### src/rtl/fetch_stage.sv
// IF stage: PC register driving imem plus the IF/ID pipeline register (optional FETCH_PERF_EN counters).
// Latency: instr_f sampled at edge N appears on instr_d after edge N; pc_f is the PC register output.
// Backpressure: stall_f holds PC, stall_d holds IF/ID; redirect beats stall_f, flush beats stall_d.
module fetch_stage #(
    parameter logic [31:0] RESET_PC  = 32'h0000_0000,
    parameter logic [31:0] NOP_INSTR = 32'h0000_0013,
    parameter int          CNT_W     = 32
) (
    input  logic        clk,
    input  logic        rst_n,
    input  logic        stall_f,
    input  logic        stall_d,
    input  logic        flush_d,
    input  logic        pc_src_e,
    input  logic [31:0] pc_target_e,
    output logic [31:0] pc_f,
    input  logic [31:0] instr_f,
    output logic [31:0] instr_d,
    output logic [31:0] pc_d,
    output logic [31:0] pc_plus4_d,
    output logic        valid_d
`ifdef FETCH_PERF_EN
    ,
    output logic [CNT_W-1:0] fetch_count,
    output logic [CNT_W-1:0] stall_count
`endif
);

    logic [31:0] pc_reg_q, pc_reg_d;
    logic [31:0] ifid_instr_q, ifid_instr_d;
    logic [31:0] ifid_pc_q, ifid_pc_d;
    logic [31:0] ifid_pc4_q, ifid_pc4_d;
    logic        ifid_vld_q, ifid_vld_d;
    logic [31:0] pc_plus4;
    logic [31:0] pc_next;

    always_comb begin
        pc_plus4 = pc_reg_q + 32'd4;
        // Target low bits are dropped rather than trapping on misalignment.
        pc_next  = pc_src_e ? {pc_target_e[31:2], 2'b00} : pc_plus4;

        pc_reg_d = pc_reg_q;
        if (pc_src_e) begin
            pc_reg_d = pc_next;
        end else if (!stall_f) begin
            pc_reg_d = pc_plus4;
        end

        ifid_instr_d = ifid_instr_q;
        ifid_pc_d    = ifid_pc_q;
        ifid_pc4_d   = ifid_pc4_q;
        ifid_vld_d   = ifid_vld_q;
        if (flush_d) begin
            ifid_instr_d = NOP_INSTR;
            ifid_pc_d    = 32'd0;
            ifid_pc4_d   = 32'd0;
            ifid_vld_d   = 1'b0;
        end else if (!stall_d) begin
            ifid_instr_d = instr_f;
            ifid_pc_d    = pc_reg_q;
            ifid_pc4_d   = pc_plus4;
            ifid_vld_d   = 1'b1;
        end
    end

    always_ff @(posedge clk or negedge rst_n) begin
        if (!rst_n) begin
            pc_reg_q     <= RESET_PC;
            ifid_instr_q <= NOP_INSTR;
            ifid_pc_q    <= 32'd0;
            ifid_pc4_q   <= 32'd0;
            ifid_vld_q   <= 1'b0;
        end else begin
            pc_reg_q     <= pc_reg_d;
            ifid_instr_q <= ifid_instr_d;
            ifid_pc_q    <= ifid_pc_d;
            ifid_pc4_q   <= ifid_pc4_d;
            ifid_vld_q   <= ifid_vld_d;
        end
    end

    assign pc_f       = pc_reg_q;
    assign instr_d    = ifid_instr_q;
    assign pc_d       = ifid_pc_q;
    assign pc_plus4_d = ifid_pc4_q;
    assign valid_d    = ifid_vld_q;

`ifdef FETCH_PERF_EN
    logic [CNT_W-1:0] fetch_cnt_q, fetch_cnt_d;
    logic [CNT_W-1:0] stall_cnt_q, stall_cnt_d;

    // Observation only: nothing here feeds back into the datapath.
    always_comb begin
        fetch_cnt_d = fetch_cnt_q;
        stall_cnt_d = stall_cnt_q;
        if (!flush_d && !stall_d) begin
            fetch_cnt_d = fetch_cnt_q + 1'b1;
        end
        if (stall_f && !pc_src_e) begin
            stall_cnt_d = stall_cnt_q + 1'b1;
        end
    end

    always_ff @(posedge clk or negedge rst_n) begin
        if (!rst_n) begin
            fetch_cnt_q <= '0;
            stall_cnt_q <= '0;
        end else begin
            fetch_cnt_q <= fetch_cnt_d;
            stall_cnt_q <= stall_cnt_d;
        end
    end

    assign fetch_count = fetch_cnt_q;
    assign stall_count = stall_cnt_q;
`endif

endmodule
### config.mk
export PLATFORM = sky130hd
export DESIGN_NAME = fetch_stage
export DESIGN_NICKNAME = d
export VERILOG_FILES = /design/src/rtl/fetch_stage.sv
export SDC_FILE = /design/constraint.sdc
export NUM_CORES = 1
export LEC_CHECK = 0
export BUFFER_PORTS_ARGS = -buffer_cell sky130_fd_sc_hd__buf_2
export CAP_MARGIN = 40
export CELL_PAD_IN_SITES_DETAIL_PLACEMENT = 1
export CELL_PAD_IN_SITES_GLOBAL_PLACEMENT = 2
export CORE_MARGIN = 2
export CORE_UTILIZATION = 30
export DETAILED_ROUTE_END_ITERATION = 7
export GPL_TIMING_DRIVEN = 0
export PLACE_DENSITY_LB_ADDON = 0.1
export SYNTH_ARGS = -nofsm -noshare
export SYNTH_HDL_FRONTEND = slang
export SYNTH_SLANG_ARGS = --single-unit
### constraint.sdc
create_clock -name clk -period 2.1 [get_ports clk]
set_input_delay 0.63 -clock clk [delete_from_list [all_inputs] [get_ports clk]]
set_output_delay 0.63 -clock clk [all_outputs]
set_load 0.05 [all_outputs]
==> results.md, run 1 <==
* WL per Instance at 19.8 um
* DR iter-0 viols at 203
* Reg clk slew, reported paths at 0.05 ns
* Yosys reg bits at 124
* Setup_tns at 0 ns
* First-pass DRT Iterations at 4
* Switching Fraction at 0.329
* Root Driver: clkbuf_16
* Cell row count at 51
* Worst Setup Path Type: reg -> reg
* Utilization after layout at 0.421
* Post-DP HPWL at 16300 um
* Status: completed
* DIE HEIGHT at 146 um
* Kind of cell adding the most delay to the critical path: simple AND/OR/NAND/NOR gates
* Cells after Synth at 606
* Core area at 0.0197 mm2
* Skew final at 0.0114 ns
* HP Class: in -> async
* Shortest period the worst path allows at 2.04 ns
* Multi-input logic area at 0.00271 mm2
* Clk sinks at 124
* Part of the power in registers at 0.372
* DRC Markers at 0
* # IOs at 199
* Via count at 5615
* Most common flop cell mapped by yosys: dfrtp_1
* Critical path peak fanout at 10
* Critical Path Source: pc_f[21]
* Final Wtd Congestion at 0.788
* Worst skew pair latency at 0.42 ns
* Slowest CP cell: or4_4
* Overflow after GRT at 0
* Reg2Reg Setup Slack at 0.06 ns
* Critical Path RT at 2.41 ns
* Critical path, cell by cell: buf_4, nand4_4, or4_4, or3_1, a311oi_1
* Arrival @ worst endpoint at 2.35 ns
* Num CTS Buffers at 17
* Yosys cell types at 51
* Final Hold Viols at 0
* ANT nets after route at 0
* Mean Syn Cell Area at 9.98 um2
* Psw at 0.00246 W
* Full die area at 0.0213 mm2
* CTS tree: built
* Setup violators final at 0
* Int Power at 0.00500 W
* Layout area overhead at 36.7%
* Max-slew headroom at 0.466
* CTS Buffer Depth at 2
* Nets at 904
* Async SR Flop Fraction at 1.00
* Post-synthesis sequential area ratio at 0.513
* Most common cell after layout, fill and taps aside: buf_2
* Number of enable flip-flop cells after synthesis at 0
* Commonest cells after routing, fill and taps aside: 194 x buf_2, 97 x nor2_1, 97 x dfrtp_1
* Ratio of cells with drive above 1 in the final layout at 0.370
* Max frequency at 0.489 GHz
* Initial antenna violation count at 1
* Fillers at 2368
* Reg2Reg Launch Point: pc_f[21]
* PnR worst setup slack at 0.0570 ns
* Yosys warns at 0
* First-pass GRT wire length at 33900 um
* Slew Viols, Final at 0
* Critical Path Max Stage Delay at 0.62 ns
* Tcrit/Tclk final at 0.973
* Crit start category: register
* Mapped Area at 0.00605 mm2
* P_leak at 3.94 nW
* Comb pwr share at 0.214
* Crit. End Element: register
* Via density at 5.04
* Routed WL at 22000 um
* Pin count of the biggest net entering global routing at 69
* Register Area at 0.00314 mm2
* Pre-CTS WS at -0.339 ns
* H-Tree Level Count at 4
* Max cap viols at 0
* Tot GR Track Use at 0.204
* Clk pwr share at 0.414
* Worst reg-to-reg path cell count at 5
* Die width at 146 um
* Worst vdd ir at 591 uV
* Initial core utilization at 0.308
* RR Endpoint: pc_plus4_d[26]
* Port buffer count at 193
* CP Buf/Inv Count at 1
* Number of global-route vias before repair at 5961
* Cell Pwr Density at 901 mW/mm2
* Worst Tran Pin Value at 0.801 ns
[power groups by stage]
stage / clock network (W) / registers, W / logic (W)
2_1_floorplan: 0 / 0.00336 / 0.000475
3_3_place_gp: 0 / 0.00276 / 0.00157
3_5_place_dp: 0 / 0.00277 / 0.00161
4_1_cts: 0.00316 / 0.00275 / 0.00160
5_1_grt: 0.00325 / 0.00280 / 0.00170
6_report: 0.00309 / 0.00278 / 0.00159
[registers in the layout, summed over array words and instances, names as in the netlist]
signal / cells
pc_plus4_d: 30
pc_d: 31
valid_d: 1
pc_f: 30
instr_d: 32
[area by class of cell]
class | instances | share of cell area
plain buffers | 48 | 0.0293
diodes | 2 | 0.000605
inverters | 12 | 0.00545
repair buffers | 218 | 0.143
multi-input cells | 412 | 0.328
clock buffers | 22 | 0.0585
clock inverters | 10 | 0.0165
well taps | 265 | 0.0401
flip-flops and latches | 124 | 0.379
[through the flow]
stage / instance area (um2) / power (W) / hold slack (ns) / instances
floorplan: 6080 / 0.00383 / 0.334 / 607
global placement: 7380 / 0.00433 / 0.499 / 1065
CTS: 8130 / 0.00751 / 0.201 / 1101
global route: 8270 / 0.00775 / 0.219 / 1111
detailed placement: 7410 / 0.00437 / 0.509 / 1066
finish: 8270 / 0.00745 / 0.182 / 1113
[worst max path at each step]
stage	end	slack (ns)	cells past startpoint
6_report	pc_plus4_d[26]	0.06	5
4_1_cts	pc_f[31]	-0.01	5
3_5_place_dp	pc_f[30]	-0.34	6
2_1_floorplan	pc_plus4_d[30]	-0.02	4
3_3_place_gp	pc_f[5]	-1.57	1
5_1_grt	pc_f[25]	-0.02	5
[layer usage]
metal  global-route usage  part of all wire  up-vias
li1                     -                 -     2609
met1                0.268              0.44     2800
met2                0.336              0.48      181
met3               0.0450             0.059       25
met4               0.0636             0.020        0
met5                    0                 0        -
[cells by family (layout without fill, tap and decap cells)]
kind of cell	count (synthesis)	in the layout	share of synthesized area
flip-flops	124	124	0.513
AND/OR/NAND/NOR	231	231	0.189
multiplexers	57	57	0.0943
adder cells (fa/ha/maj)	1	1	0.00207
other	1	4	0.000620
AO/OA/AOI/OAI	96	96	0.112
buffers and inverters	71	310	0.0529
XOR/XNOR	25	25	0.0362
[Yosys cell counts (2+ instances only)]
library cell  number  area share
mux2i_1           57       0.094
nor4_1             5      0.0052
nor2_1            98       0.061
or2_2              2      0.0021
buf_1              2      0.0012
buf_4              7      0.0087
a211oi_1          13       0.016
buf_2             14       0.012
and3_1             2      0.0021
nor3_1             5      0.0041
a221oi_1           2      0.0029
or4_1             17       0.021
nand4_1           18       0.019
or3_1              8      0.0083
and4_1             6      0.0087
xnor2_1           11       0.016
a2111oi_0          5      0.0072
clkbuf_1          33       0.020
clkbuf_2           2      0.0017
o31ai_1           10       0.012
a311oi_1          11       0.016
nand2_1           43       0.027
xor2_1            14       0.020
inv_1             11      0.0068
nor2b_1            5      0.0052
a31oi_1           10       0.010
o211ai_1           6      0.0074
a21oi_1            7      0.0058
a211o_1            3      0.0043
dfrtp_1          121        0.50
o31a_1             2      0.0029
o21ai_0           22       0.018
dfstp_2            3       0.013
nand3_1           14       0.012
[what timing repair did]
item | CTS | global route
hold buffers | 0 | 0
buffers inserted | 8 | 16
pin swaps | 5 | 4
setup endpoints to repair | 28 | 22
gates resized for setup | 17 | 12
(Power assumes the default switching activity.)
==> run 2: changes to the inputs <==
--- a/config.mk
+++ b/config.mk
@@ -9,6 +9,7 @@
 export CAP_MARGIN = 40
 export CELL_PAD_IN_SITES_DETAIL_PLACEMENT = 1
 export CELL_PAD_IN_SITES_GLOBAL_PLACEMENT = 2
+export CORE_ASPECT_RATIO = 0.7
 export CORE_MARGIN = 2
 export CORE_UTILIZATION = 30
 export DETAILED_ROUTE_END_ITERATION = 7
==> run 2 against run 1 <==
  * Worst hold slack worse by 0.035 ns
  * Largest cell class unchanged
  * Final cell count up 0.99%
  * Utilization about the same
  * Routed wire length up 0.76%
  * Critical path type unchanged
==> results.md, run 2 (synthesis gave the netlist of run 1 again) <==
* Arrival @ worst endpoint at 2.40 ns (+0.05 ns)
* PnR worst setup slack at 0.0343 ns (-0.0226 ns)
* Psw at 0.00253 W (+2.9%)
* Num CTS Buffers at 17 (unchanged)
* Ratio of cells with drive above 1 in the final layout at 0.381 (+0.0106)
* Clk pwr share at 0.400 (-0.014)
* Ant. Diodes at 0 (-2)
* Cell row count at 43 (-16%)
* Cell Area, Placed at 0.00742 mm2 (about the same)
* Setup violators final at 0 (unchanged)
* Final Wtd Congestion at 0.822 (+4.3%)
* Commonest cells after routing, fill and taps aside: 195 x buf_2, 98 x nor2_1, 96 x dfrtp_1
* H-Tree Level Count at 4 (unchanged)
* Nets at 912 (+0.88%)
* Via density at 5.05 (+0.13%)
* Part of the power in registers at 0.377 (+0.005)
* Cell Pwr Density at 882 mW/mm2 (-2.2%)
* RSZ-0062 raised after global routing: true
* Status: completed
* Core area at 0.0198 mm2 (+0.74%)
* # IOs at 199 (unchanged)
* M1 GR Usage at 0.287 (+0.0188)
* DRC Markers at 0 (unchanged)
* Int Power at 0.00481 W (-3.7%)
* Via count at 5678 (+1.1%)
* DIE HEIGHT at 123 um (-16%)
* Met2 Use GR at 0.326 (-0.0104)
* Max cap viols at 0 (unchanged)
* Clk sinks at 124 (unchanged)
* CTS Buffer Depth at 2 (unchanged)
* Layout area overhead at 37.5%
* Overflow after GRT at 0 (unchanged)
* CTS Hold Buffers Added at 0 (unchanged)
* Skew final at 0.0116 ns (+0.000182 ns)
* CTS tree: built
* Switching Fraction at 0.344 (+0.0149)
* First-pass DRT Iterations at 4 (unchanged)
* Critical Path RT at 2.43 ns (+0.02 ns)
* Initial antenna violation count at 0 (-1)
* Routed WL at 22200 um (+0.76%)
* Tot GR Track Use at 0.210 (+0.00592)
* Crit. End Element: register
* Worst vdd ir at 549 uV (-7.0%)
* Pre-CTS WS at -0.381 ns (-0.0415 ns)
* Worst Tran Pin Value at 0.817 ns (+0.0161 ns)
* Port buffer count at 193 (unchanged)
* P_leak at 3.94 nW (about the same)
* Critical path peak fanout at 9 (-1)
* Tcrit/Tclk final at 0.984 (+0.0108)
* HP Class: in -> async
* Die width at 174 um (+19%)
* Shortest period the worst path allows at 2.07 ns (+0.0226 ns)
* Max frequency at 0.484 GHz (-1.1%)
* WL per Instance at 19.7 um (-0.22%)
* Initial core utilization at 0.306 (-0.00226)
* First-pass GRT wire length at 34000 um (+0.24%)
* Most common cell after layout, fill and taps aside: buf_2
* Reg clk slew, reported paths at 0.06 ns (about the same)
* Final Hold Viols at 0 (unchanged)
* Final Cell Area at 0.00832 mm2 (+0.62%)
* Max-slew headroom at 0.455 (-0.0107)
* GRT Max-Usage Layer: met2
* Pin count of the biggest net entering global routing at 75 (+8.7%)
* Slew Viols, Final at 0 (unchanged)
* DR iter-0 viols at 237 (+17%)
* Met3 Use GR at 0.0607 (+0.0157)
* Full die area at 0.0213 mm2 (about the same)
* Post-DP HPWL at 16300 um (+0.52%)
* ANT nets after route at 0 (unchanged)
* Max reg flops at 32 (unchanged)
* Crit start category: register
* Number of global-route vias before repair at 5925 (-0.60%)
* Worst Setup Path Type: reg -> reg
* Comb pwr share at 0.223 (+0.009)
* Root Driver: clkbuf_16
* Worst skew pair latency at 0.43 ns (about the same)
## run 2: cell types whose count changed in the layout (fill, tap and decap cells not counted), moves of 2 or more
cell        change
and4_4          +2
a2111oi_0       -3
clkinvlp_4      +4
clkinv_2        -2
a311oi_1        -3
diode_2         -2
a2111oi_1       +3
clkbuf_8        -3
a311oi_2        +3
buf_4           +6
clkinv_4        +2
## run 2: through the flow
step | setup TNS [ns] | hold slack, ns | utilization | power (W) | instances
CTS | -0.0330 | 0.171 | 0.408 | 0.00734 | 1106
floorplan | -0.0254 | 0.334 | - | 0.00383 | 607
global placement | -190.94 | 0.499 | 0.373 | 0.00434 | 1070
detailed placement | -25.32 | 0.510 | 0.375 | 0.00437 | 1071
finish | 0 | 0.147 | 0.420 | 0.00734 | 1124
global route | -0.0644 | 0.175 | 0.420 | 0.00764 | 1124
## run 2: final cells by class
class	count	area, um2
Tap cell	270	338
Clock buffer	19	443
Timing Repair Buffer	226	1240
Inverter	12	45.0
Multi-Input combinational cell	412	2720
Sequential cell	124	3140
Clock inverter	13	144
Buffer	48	251
Fill cell	2330	11500
## run 2: path summary, 6_finish.rpt
| path | from | endpoint | slack [ns] | depth (start not counted) |
|---|---|---|---|---|
| min in group clk | pc_target_e[9] | pc_f[9] | 0.42 | 3 |
| min | rst_n | instr_d[29] | 0.15 | 1 |
| max in group asynchronous | rst_n | pc_f[11] | 1.14 | 2 |
| max reg2reg | pc_f[10] | pc_f[25] | 0.03 | 6 |
| min reg2reg | valid_d | valid_d | 0.51 | 2 |
| max | pc_f[10] | pc_f[25] | 0.03 | 6 |
## run 2: routing by layer
layer  up-vias  part of all wire
met3        25             0.069
met5         -                 0
met2       170              0.45
met1      2849              0.47
li1       2634                 -
met4         0             0.012
## run 2: what timing repair did
| item | 4_1_cts | 5_1_grt |
|---|---|---|
| setup endpoints to repair | 26 | 24 |
| setup buffers | 9 | 23 |
| resized for setup | 12 | 26 |
| endpoints found under the hold margin | 0 | 0 |
| pin swaps | 3 | 7 |
## run 2: worst max-delay path: stages (launching register included)
cell     delay (ns)
dfrtp_2        0.46
and4_1         0.24
buf_6          0.13
nand4_1        0.22
buf_4          0.22
or4_4          0.51
a31oi_1        0.20
## run 2: power by group through the flow
stage / Sequential [W] / Clock [W] / Combinational [W]
finish: 0.00277 / 0.00294 / 0.00163
global route: 0.00280 / 0.00310 / 0.00175
CTS: 0.00275 / 0.00300 / 0.00159
detailed placement: 0.00277 / 0 / 0.00160
global placement: 0.00276 / 0 / 0.00158
floorplan: 0.00336 / 0 / 0.000475
